<file path="src/rtl/cricket_scorer.sv">
// Cricket scoring engine: samples the LFSR on each deliver rising edge and updates the scoreboard two cycles after the edge.
// No backpressure: edges during scoring or after the innings ends are dropped. FREE_HIT_EN enables the no-ball free-hit rule.
module cricket_scorer #(
  parameter int MAX_OVERS   = 2,
  parameter int MAX_WICKETS = 10,
  parameter int RUN_W       = 9,
  parameter int OVER_W      = 5
) (
  input  logic              clk_fpga,
  input  logic              reset,
  input  logic              deliver,
  input  logic              new_innings,
  input  logic [3:0]        rnd,
  output logic [RUN_W-1:0]  runs,
  output logic [RUN_W-1:0]  extras,
  output logic [3:0]        wickets,
  output logic [2:0]        balls,
  output logic [OVER_W-1:0] overs,
  output logic [3:0]        outcome,
  output logic              outcome_valid,
  output logic              free_hit,
  output logic              innings_over
);

  typedef enum logic [1:0] {
    ST_PLAY  = 2'd0,
    ST_SCORE = 2'd1,
    ST_DONE  = 2'd2
  } state_t;

  state_t r_state, w_state_nx;

  logic              r_deliver_q;
  logic [3:0]        r_rnd_q;
  logic [RUN_W-1:0]  r_runs, r_extras, w_runs_nx, w_extras_nx;
  logic [3:0]        r_wickets, w_wickets_nx;
  logic [2:0]        r_balls, w_balls_nx;
  logic [OVER_W-1:0] r_overs, w_overs_nx;
  logic [3:0]        r_outcome, w_outcome_nx;
  logic              r_valid, w_valid_nx;
  logic              r_free_hit, w_free_hit_nx;

  logic              w_edge;
  logic [2:0]        w_add;
  logic              w_legal, w_extra, w_wkt;
  logic [RUN_W:0]    w_runs_sum, w_extras_sum;
  logic [RUN_W-1:0]  w_runs_sat, w_extras_sat;

  assign w_edge = deliver & ~r_deliver_q;

  always_comb begin
    w_add   = 3'd0;
    w_legal = 1'b1;
    w_extra = 1'b0;
    w_wkt   = 1'b0;
    case (r_rnd_q)
      4'd3, 4'd4, 4'd5, 4'd6: w_add = 3'd1;
      4'd7, 4'd8, 4'd9:       w_add = 3'd2;
      4'd10:                  w_add = 3'd3;
      4'd11:                  w_add = 3'd4;
      4'd12:                  w_add = 3'd6;
      4'd13, 4'd14: begin
        w_add   = 3'd1;
        w_legal = 1'b0;
        w_extra = 1'b1;
      end
      4'd15: begin
`ifdef FREE_HIT_EN
        w_wkt = ~r_free_hit;
`else
        w_wkt = 1'b1;
`endif
      end
      default: w_add = 3'd0;
    endcase
  end

  // Runs and extras stop at all-ones rather than wrapping.
  assign w_runs_sum   = {1'b0, r_runs} + {{(RUN_W-2){1'b0}}, w_add};
  assign w_extras_sum = {1'b0, r_extras} + {{RUN_W{1'b0}}, w_extra};
  assign w_runs_sat   = w_runs_sum[RUN_W] ? {RUN_W{1'b1}} : w_runs_sum[RUN_W-1:0];
  assign w_extras_sat = w_extras_sum[RUN_W] ? {RUN_W{1'b1}} : w_extras_sum[RUN_W-1:0];

  always_comb begin
    w_state_nx    = r_state;
    w_runs_nx     = r_runs;
    w_extras_nx   = r_extras;
    w_wickets_nx  = r_wickets;
    w_balls_nx    = r_balls;
    w_overs_nx    = r_overs;
    w_outcome_nx  = r_outcome;
    w_valid_nx    = 1'b0;
    w_free_hit_nx = r_free_hit;
    case (r_state)
      ST_PLAY: begin
        if (w_edge) w_state_nx = ST_SCORE;
      end
      ST_SCORE: begin
        w_valid_nx   = 1'b1;
        w_outcome_nx = r_rnd_q;
        w_runs_nx    = w_runs_sat;
        w_extras_nx  = w_extras_sat;
        if (w_wkt) w_wickets_nx = r_wickets + 4'd1;
        if (w_legal) begin
          if (r_balls == 3'd5) begin
            w_balls_nx = 3'd0;
            w_overs_nx = r_overs + {{(OVER_W-1){1'b0}}, 1'b1};
          end else begin
            w_balls_nx = r_balls + 3'd1;
          end
        end
`ifdef FREE_HIT_EN
        if (r_rnd_q == 4'd14) w_free_hit_nx = 1'b1;
        else if (w_legal)     w_free_hit_nx = 1'b0;
`else
        w_free_hit_nx = 1'b0;
`endif
        if (w_wickets_nx == 4'(MAX_WICKETS) || w_overs_nx == OVER_W'(MAX_OVERS))
          w_state_nx = ST_DONE;
        else
          w_state_nx = ST_PLAY;
      end
      ST_DONE: w_state_nx = ST_DONE;
      default: w_state_nx = ST_PLAY;
    endcase
    // A new innings wins over a same-cycle edge or a ball waiting to be scored.
    if (new_innings) begin
      w_state_nx    = ST_PLAY;
      w_runs_nx     = '0;
      w_extras_nx   = '0;
      w_wickets_nx  = '0;
      w_balls_nx    = '0;
      w_overs_nx    = '0;
      w_outcome_nx  = '0;
      w_valid_nx    = 1'b0;
      w_free_hit_nx = 1'b0;
    end
  end

  always_ff @(posedge clk_fpga or negedge reset) begin
    if (!reset) r_state <= ST_PLAY;
    else        r_state <= w_state_nx;
  end

  always_ff @(posedge clk_fpga or negedge reset) begin
    if (!reset) begin
      r_deliver_q <= 1'b0;
      r_rnd_q     <= '0;
      r_runs      <= '0;
      r_extras    <= '0;
      r_wickets   <= '0;
      r_balls     <= '0;
      r_overs     <= '0;
      r_outcome   <= '0;
      r_valid     <= 1'b0;
      r_free_hit  <= 1'b0;
    end else begin
      r_deliver_q <= deliver;
      if (r_state == ST_PLAY && w_edge) r_rnd_q <= rnd;
      r_runs      <= w_runs_nx;
      r_extras    <= w_extras_nx;
      r_wickets   <= w_wickets_nx;
      r_balls     <= w_balls_nx;
      r_overs     <= w_overs_nx;
      r_outcome   <= w_outcome_nx;
      r_valid     <= w_valid_nx;
      r_free_hit  <= w_free_hit_nx;
    end
  end

  assign runs          = r_runs;
  assign extras        = r_extras;
  assign wickets       = r_wickets;
  assign balls         = r_balls;
  assign overs         = r_overs;
  assign outcome       = r_outcome;
  assign outcome_valid = r_valid;
  assign free_hit      = r_free_hit;
  assign innings_over  = (r_state == ST_DONE);

endmodule

</file>
<file path="config.mk">
export PLATFORM = sky130hd
export DESIGN_NAME = cricket_scorer
export DESIGN_NICKNAME = d
export VERILOG_FILES = /design/src/rtl/cricket_scorer.sv
export SDC_FILE = /design/constraint.sdc
export NUM_CORES = 1
export LEC_CHECK = 0
export ABC_CLOCK_PERIOD_IN_PS = 5500
export CORE_MARGIN = 5
export CORE_UTILIZATION = 45
export DETAILED_ROUTE_END_ITERATION = 8
export DONT_BUFFER_PORTS = 1
export PLACE_DENSITY = 0.63
export SETUP_SLACK_MARGIN = 0.2
export SYNTH_ARGS = -nofsm -noshare
export SYNTH_HDL_FRONTEND = slang
export SYNTH_SLANG_ARGS = --single-unit
</file>
<file path="constraint.sdc">
create_clock -name clk_fpga -period 5.5 [get_ports clk_fpga]
set_clock_uncertainty 0.05 [all_clocks]
set_input_delay 0.275 -clock clk_fpga [delete_from_list [all_inputs] [get_ports clk_fpga]]
set_output_delay 0.275 -clock clk_fpga [all_outputs]
set_load 0.01 [all_outputs]
</file>
==> impl_metrics.prom <==
# TYPE chip_impl_metric gauge
chip_impl_metric{name="post_cts.repair.setup_buffers",unit=""} 0
chip_impl_metric{name="grt_remaining_overflow",unit=""} 0
chip_impl_metric{name="dieArea",unit="um^2"} 6770
chip_impl_metric{name="io_buffer_count",unit=""} 0
chip_impl_info{name="cp_cell_sequence",value="or3b_2, a31oi_1, ha_1, inv_1, fa_1, nor2b_1, o211a_1, and4_1, nor3_1"} 1
chip_impl_metric{name="drt_first_pass_iters",unit=""} 4
chip_impl_metric{name="area_occupied_by_multi_input_gates",unit="um^2"} 1210
chip_impl_info{name="top_delay_family_on_crit_path",value="simple AND/OR/NAND/NOR gates"} 1
chip_impl_info{name="critical_path_class",value="reg2reg"} 1
chip_impl_metric{name="drive_gt1_share",unit="%"} 8.16
chip_impl_info{name="crit_path_end_kind",value="register"} 1
chip_impl_metric{name="vdd_drop_max",unit="mV"} 0.167
chip_impl_metric{name="ys_async_sr_fraction",unit="%"} 100
chip_impl_metric{name="die_w",unit="um"} 82.3
chip_impl_metric{name="fin_tns_setup",unit="ns"} 0
chip_impl_info{name="min-delay-path-class",value="in2reg"} 1
chip_impl_metric{name="area_growth",unit="%"} 7.72
chip_impl_metric{name="start_util",unit="%"} 46.3
chip_impl_metric{name="powerDensity",unit="nW/um^2"} 246
chip_impl_metric{name="fp.coreArea",unit="um^2"} 5070
chip_impl_metric{name="slew_headroom",unit="%"} 62.3
chip_impl_metric{name="cpPeakStageDelay",unit="ns"} 0.58
chip_impl_metric{name="clkLatencyLatePin",unit="ns"} 0.29
chip_impl_metric{name="cap_violations",unit=""} 0
chip_impl_metric{name="placementRows",unit=""} 26
chip_impl_metric{name="timing.final.setup_violations",unit=""} 0
chip_impl_metric{name="finalWorstPathRequiredPeriod",unit="ns"} 2.69
chip_impl_metric{name="cts_max_level",unit=""} 2
chip_impl_metric{name="post-route-util",unit="%"} 49.9
chip_impl_metric{name="post_cts_resized",unit=""} 0
chip_impl_metric{name="worst_hold_path.num_cells",unit=""} 1
chip_impl_metric{name="fmax",unit="MHz"} 372
chip_impl_info{name="layout.cells.most_common",value="sky130_fd_sc_hd__dfrtp_1"} 1
chip_impl_metric{name="clock-sinks",unit=""} 42
chip_impl_metric{name="postRouteWirelength",unit="um"} 4970
chip_impl_metric{name="sequential_cell_area",unit="um^2"} 1050
chip_impl_metric{name="fill_cells",unit=""} 484
chip_impl_metric{name="mappedNetlistArea",unit="um^2"} 2350
chip_impl_info{name="top_layer_used",value="met4"} 1
chip_impl_metric{name="ioPinCount",unit=""} 45
chip_impl_metric{name="drt_drc_violations_left",unit=""} 0
chip_impl_metric{name="grt_max_degree",unit=""} 43
chip_impl_metric{name="synthesized_flop_and_latch_total",unit=""} 42
chip_impl_metric{name="arrival",unit="ns"} 2.81
chip_impl_info{name="run_status",value="complete, no violations"} 1
chip_impl_metric{name="detailroute.via_count",unit=""} 1752
chip_impl_metric{name="max_slew_violations",unit=""} 0
chip_impl_metric{name="numCtsBuffers",unit=""} 5
chip_impl_metric{name="worst_r2r_path_depth",unit=""} 9
chip_impl_metric{name="worst_pin_slew",unit="ns"} 0.565
chip_impl_metric{name="clk_pin_slew",unit="ns"} 0.08
chip_impl_metric{name="required",unit="ns"} 5.62
chip_impl_metric{name="timing_hold_violations_final",unit=""} 0
chip_impl_metric{name="timing.critical_path.fanout_max",unit=""} 10
chip_impl_metric{name="post_drt_via_cell_ratio",unit=""} 5.56
chip_impl_info{name="timing.critical_path.slowest_stage_cell",value="sky130_fd_sc_hd__dfrtp_1"} 1
chip_impl_metric{name="chipHeight",unit="um"} 82.3
chip_impl_info{name="yosys_most_used_dff",value="sky130_fd_sc_hd__dfrtp_1"} 1
chip_impl_metric{name="wl_per_cell",unit="um"} 15.8
chip_impl_metric{name="antenna_left",unit=""} 0
chip_impl_metric{name="detail_route.iter0.violations",unit=""} 67
chip_impl_metric{name="grt_antenna_before_repair",unit=""} 0
chip_impl_metric{name="ctsLongestPathBuffers",unit=""} 2
chip_impl_info{name="worst_setup_path_start_kind",value="register"} 1
chip_impl_info{name="cts_tree",value="built"} 1
chip_impl_metric{name="ys_seq_area_share",unit="%"} 44.7
chip_impl_metric{name="routed-wl-met2",unit="um"} 2140
chip_impl_metric{name="timing.final.crit_share",unit="%"} 48.8
chip_impl_metric{name="synthesis.instances",unit=""} 245
chip_impl_metric{name="grtUsageTotal",unit="%"} 16.3
chip_impl_metric{name="synthesis.area_per_instance",unit="um^2"} 9.59
chip_impl_metric{name="final_net_count",unit=""} 260
chip_impl_info{name="unrepaired_setup_endpoints_after_global_routing",value="false"} 1
chip_impl_metric{name="post_synth_num_cell_types",unit=""} 50
chip_impl_metric{name="crit_cells",unit=""} 9
chip_impl_metric{name="number_of_inserted_diodes",unit=""} 0
chip_impl_info{name="clockRootBuffer",value="sky130_fd_sc_hd__clkbuf_8"} 1
chip_impl_metric{name="power.static_leakage",unit="nW"} 1.08
chip_impl_metric{name="global_route_wire_length_before_repair",unit="um"} 8510
chip_impl_metric{name="first_global_vias",unit=""} 1729
chip_impl_metric{name="synth_fp_nets",unit=""} 261
chip_impl_metric{name="synth.yosys.warnings",unit=""} 0
chip_impl_info{name="layout.cells.most_common_list",value="sky130_fd_sc_hd__dfrtp_1, sky130_fd_sc_hd__nor2_1, sky130_fd_sc_hd__nand2_1, sky130_fd_sc_hd__nor3_1, sky130_fd_sc_hd__a21oi_1"} 1
chip_impl_metric{name="critical_path_buf_inv_count",unit=""} 1
chip_impl_metric{name="globalplace.congestion",unit=""} 0.823
chip_impl_metric{name="place.detailed.hpwl",unit="um"} 3380
chip_impl_metric{name="number_of_flops_mapped_to_enable_cells_by_yosys",unit=""} 0
chip_impl_metric{name="met3WireLength",unit="um"} 433
chip_impl_metric{name="wirelength_met1",unit="um"} 2320
-- routing by layer --
metal / vias to the layer above / track usage [%]
met5: - / 0
met4: 0 / 4.49
met3: 9 / 6.18
met2: 50 / 24.8
met1: 811 / 21.5
li1: 882 / -
-- Yosys cell counts (4+ instances only) --
cell	n	area [um^2]
sky130_fd_sc_hd__xnor2_1	5	43.8
sky130_fd_sc_hd__inv_1	5	18.8
sky130_fd_sc_hd__nand3b_1	4	30.0
sky130_fd_sc_hd__a31oi_1	6	37.5
sky130_fd_sc_hd__xor2_1	5	43.8
sky130_fd_sc_hd__nor2_1	24	90.1
sky130_fd_sc_hd__nand4_1	4	25.0
sky130_fd_sc_hd__or3_1	5	31.3
sky130_fd_sc_hd__clkbuf_1	6	22.5
sky130_fd_sc_hd__mux2_2	5	56.3
sky130_fd_sc_hd__ha_1	7	87.6
sky130_fd_sc_hd__mux2i_1	5	50.1
sky130_fd_sc_hd__a21oi_1	13	65.1
sky130_fd_sc_hd__nor3_1	15	75.1
sky130_fd_sc_hd__a211oi_1	7	52.6
sky130_fd_sc_hd__buf_2	4	20.0
sky130_fd_sc_hd__nor2b_1	5	31.3
sky130_fd_sc_hd__nand2_1	20	75.1
sky130_fd_sc_hd__nand3_1	8	40.0
sky130_fd_sc_hd__o21ai_0	7	35.0
sky130_fd_sc_hd__dfrtp_1	42	1050
-- final timing paths --
path / from / endpoint / slack (ns)
worst min-delay path: rnd[1] / r_rnd_q[1] / 0.08
worst min register to register: outcome[2] / outcome[2] / 0.53
worst max-delay path: r_rnd_q[1] / runs[8] / 2.81
worst max register to register: r_rnd_q[1] / runs[8] / 2.81
min in group asynchronous: reset / extras[7] / 0.40
max in group asynchronous: reset / r_state[1] / 4.79
-- layout make-up --
type	instances	area share, %
well taps	70	3.46
multi-input cells	185	47.8
flip-flops and latches	42	41.5
inverters	5	0.741
clock inverters	2	0.494
repair buffers	5	2.67
clock buffers	6	3.26
-- flip-flops by register name (all words and copies together) (netlist names) --
register,flops
wickets,4
balls,3
runs,9
outcome,4
r_rnd_q,4
outcome_valid,1
extras,9
r_deliver_q,1
r_state,2
overs,5
-- logic make-up (layout without fill, tap and decap cells) --
kind of cell | count (synthesis) | in the layout | synth area share (%)
and+or+nand+nor | 104 | 104 | 23.3
AOI/OAI and AO/OA | 50 | 50 | 13.7
DFF | 42 | 42 | 44.7
buffers and inverters | 18 | 18 | 3.73
xor gates and xnor gates | 11 | 11 | 4.90
muxes | 10 | 10 | 4.53
adders and majority gates | 9 | 9 | 5.01
other | 1 | 1 | 0.160
-- stage by stage --
stage	instance area, um^2	setup WS, ns	instances	total power [W]	hold WS, ns
6_report	2530	2.81	315	0.000624	0.0843
5_1_grt	2530	2.69	315	0.000656	0.0691
4_1_cts	2530	2.82	315	0.000633	0.0767
3_5_place_dp	2380	2.86	303	0.000409	-0.0690
3_3_place_gp	2380	2.92	303	0.000406	-0.0691
2_1_floorplan	2350	3.05	245	0.000405	-0.0706
-- where the power goes --
part | internal, W | switching [W] | leakage, nW
clock network | 0.000101 | 0.000106 | 0.0472
logic | 0.0000353 | 0.0000412 | 0.460
registers | 0.000318 | 0.0000221 | 0.572
-- repair_timing --
item,CTS,global route
endpoints found under the setup margin,0,0
hold endpoints to repair,77,0
hold buffers,4,0
Note: power is estimated with default switching activity, not from simulation.
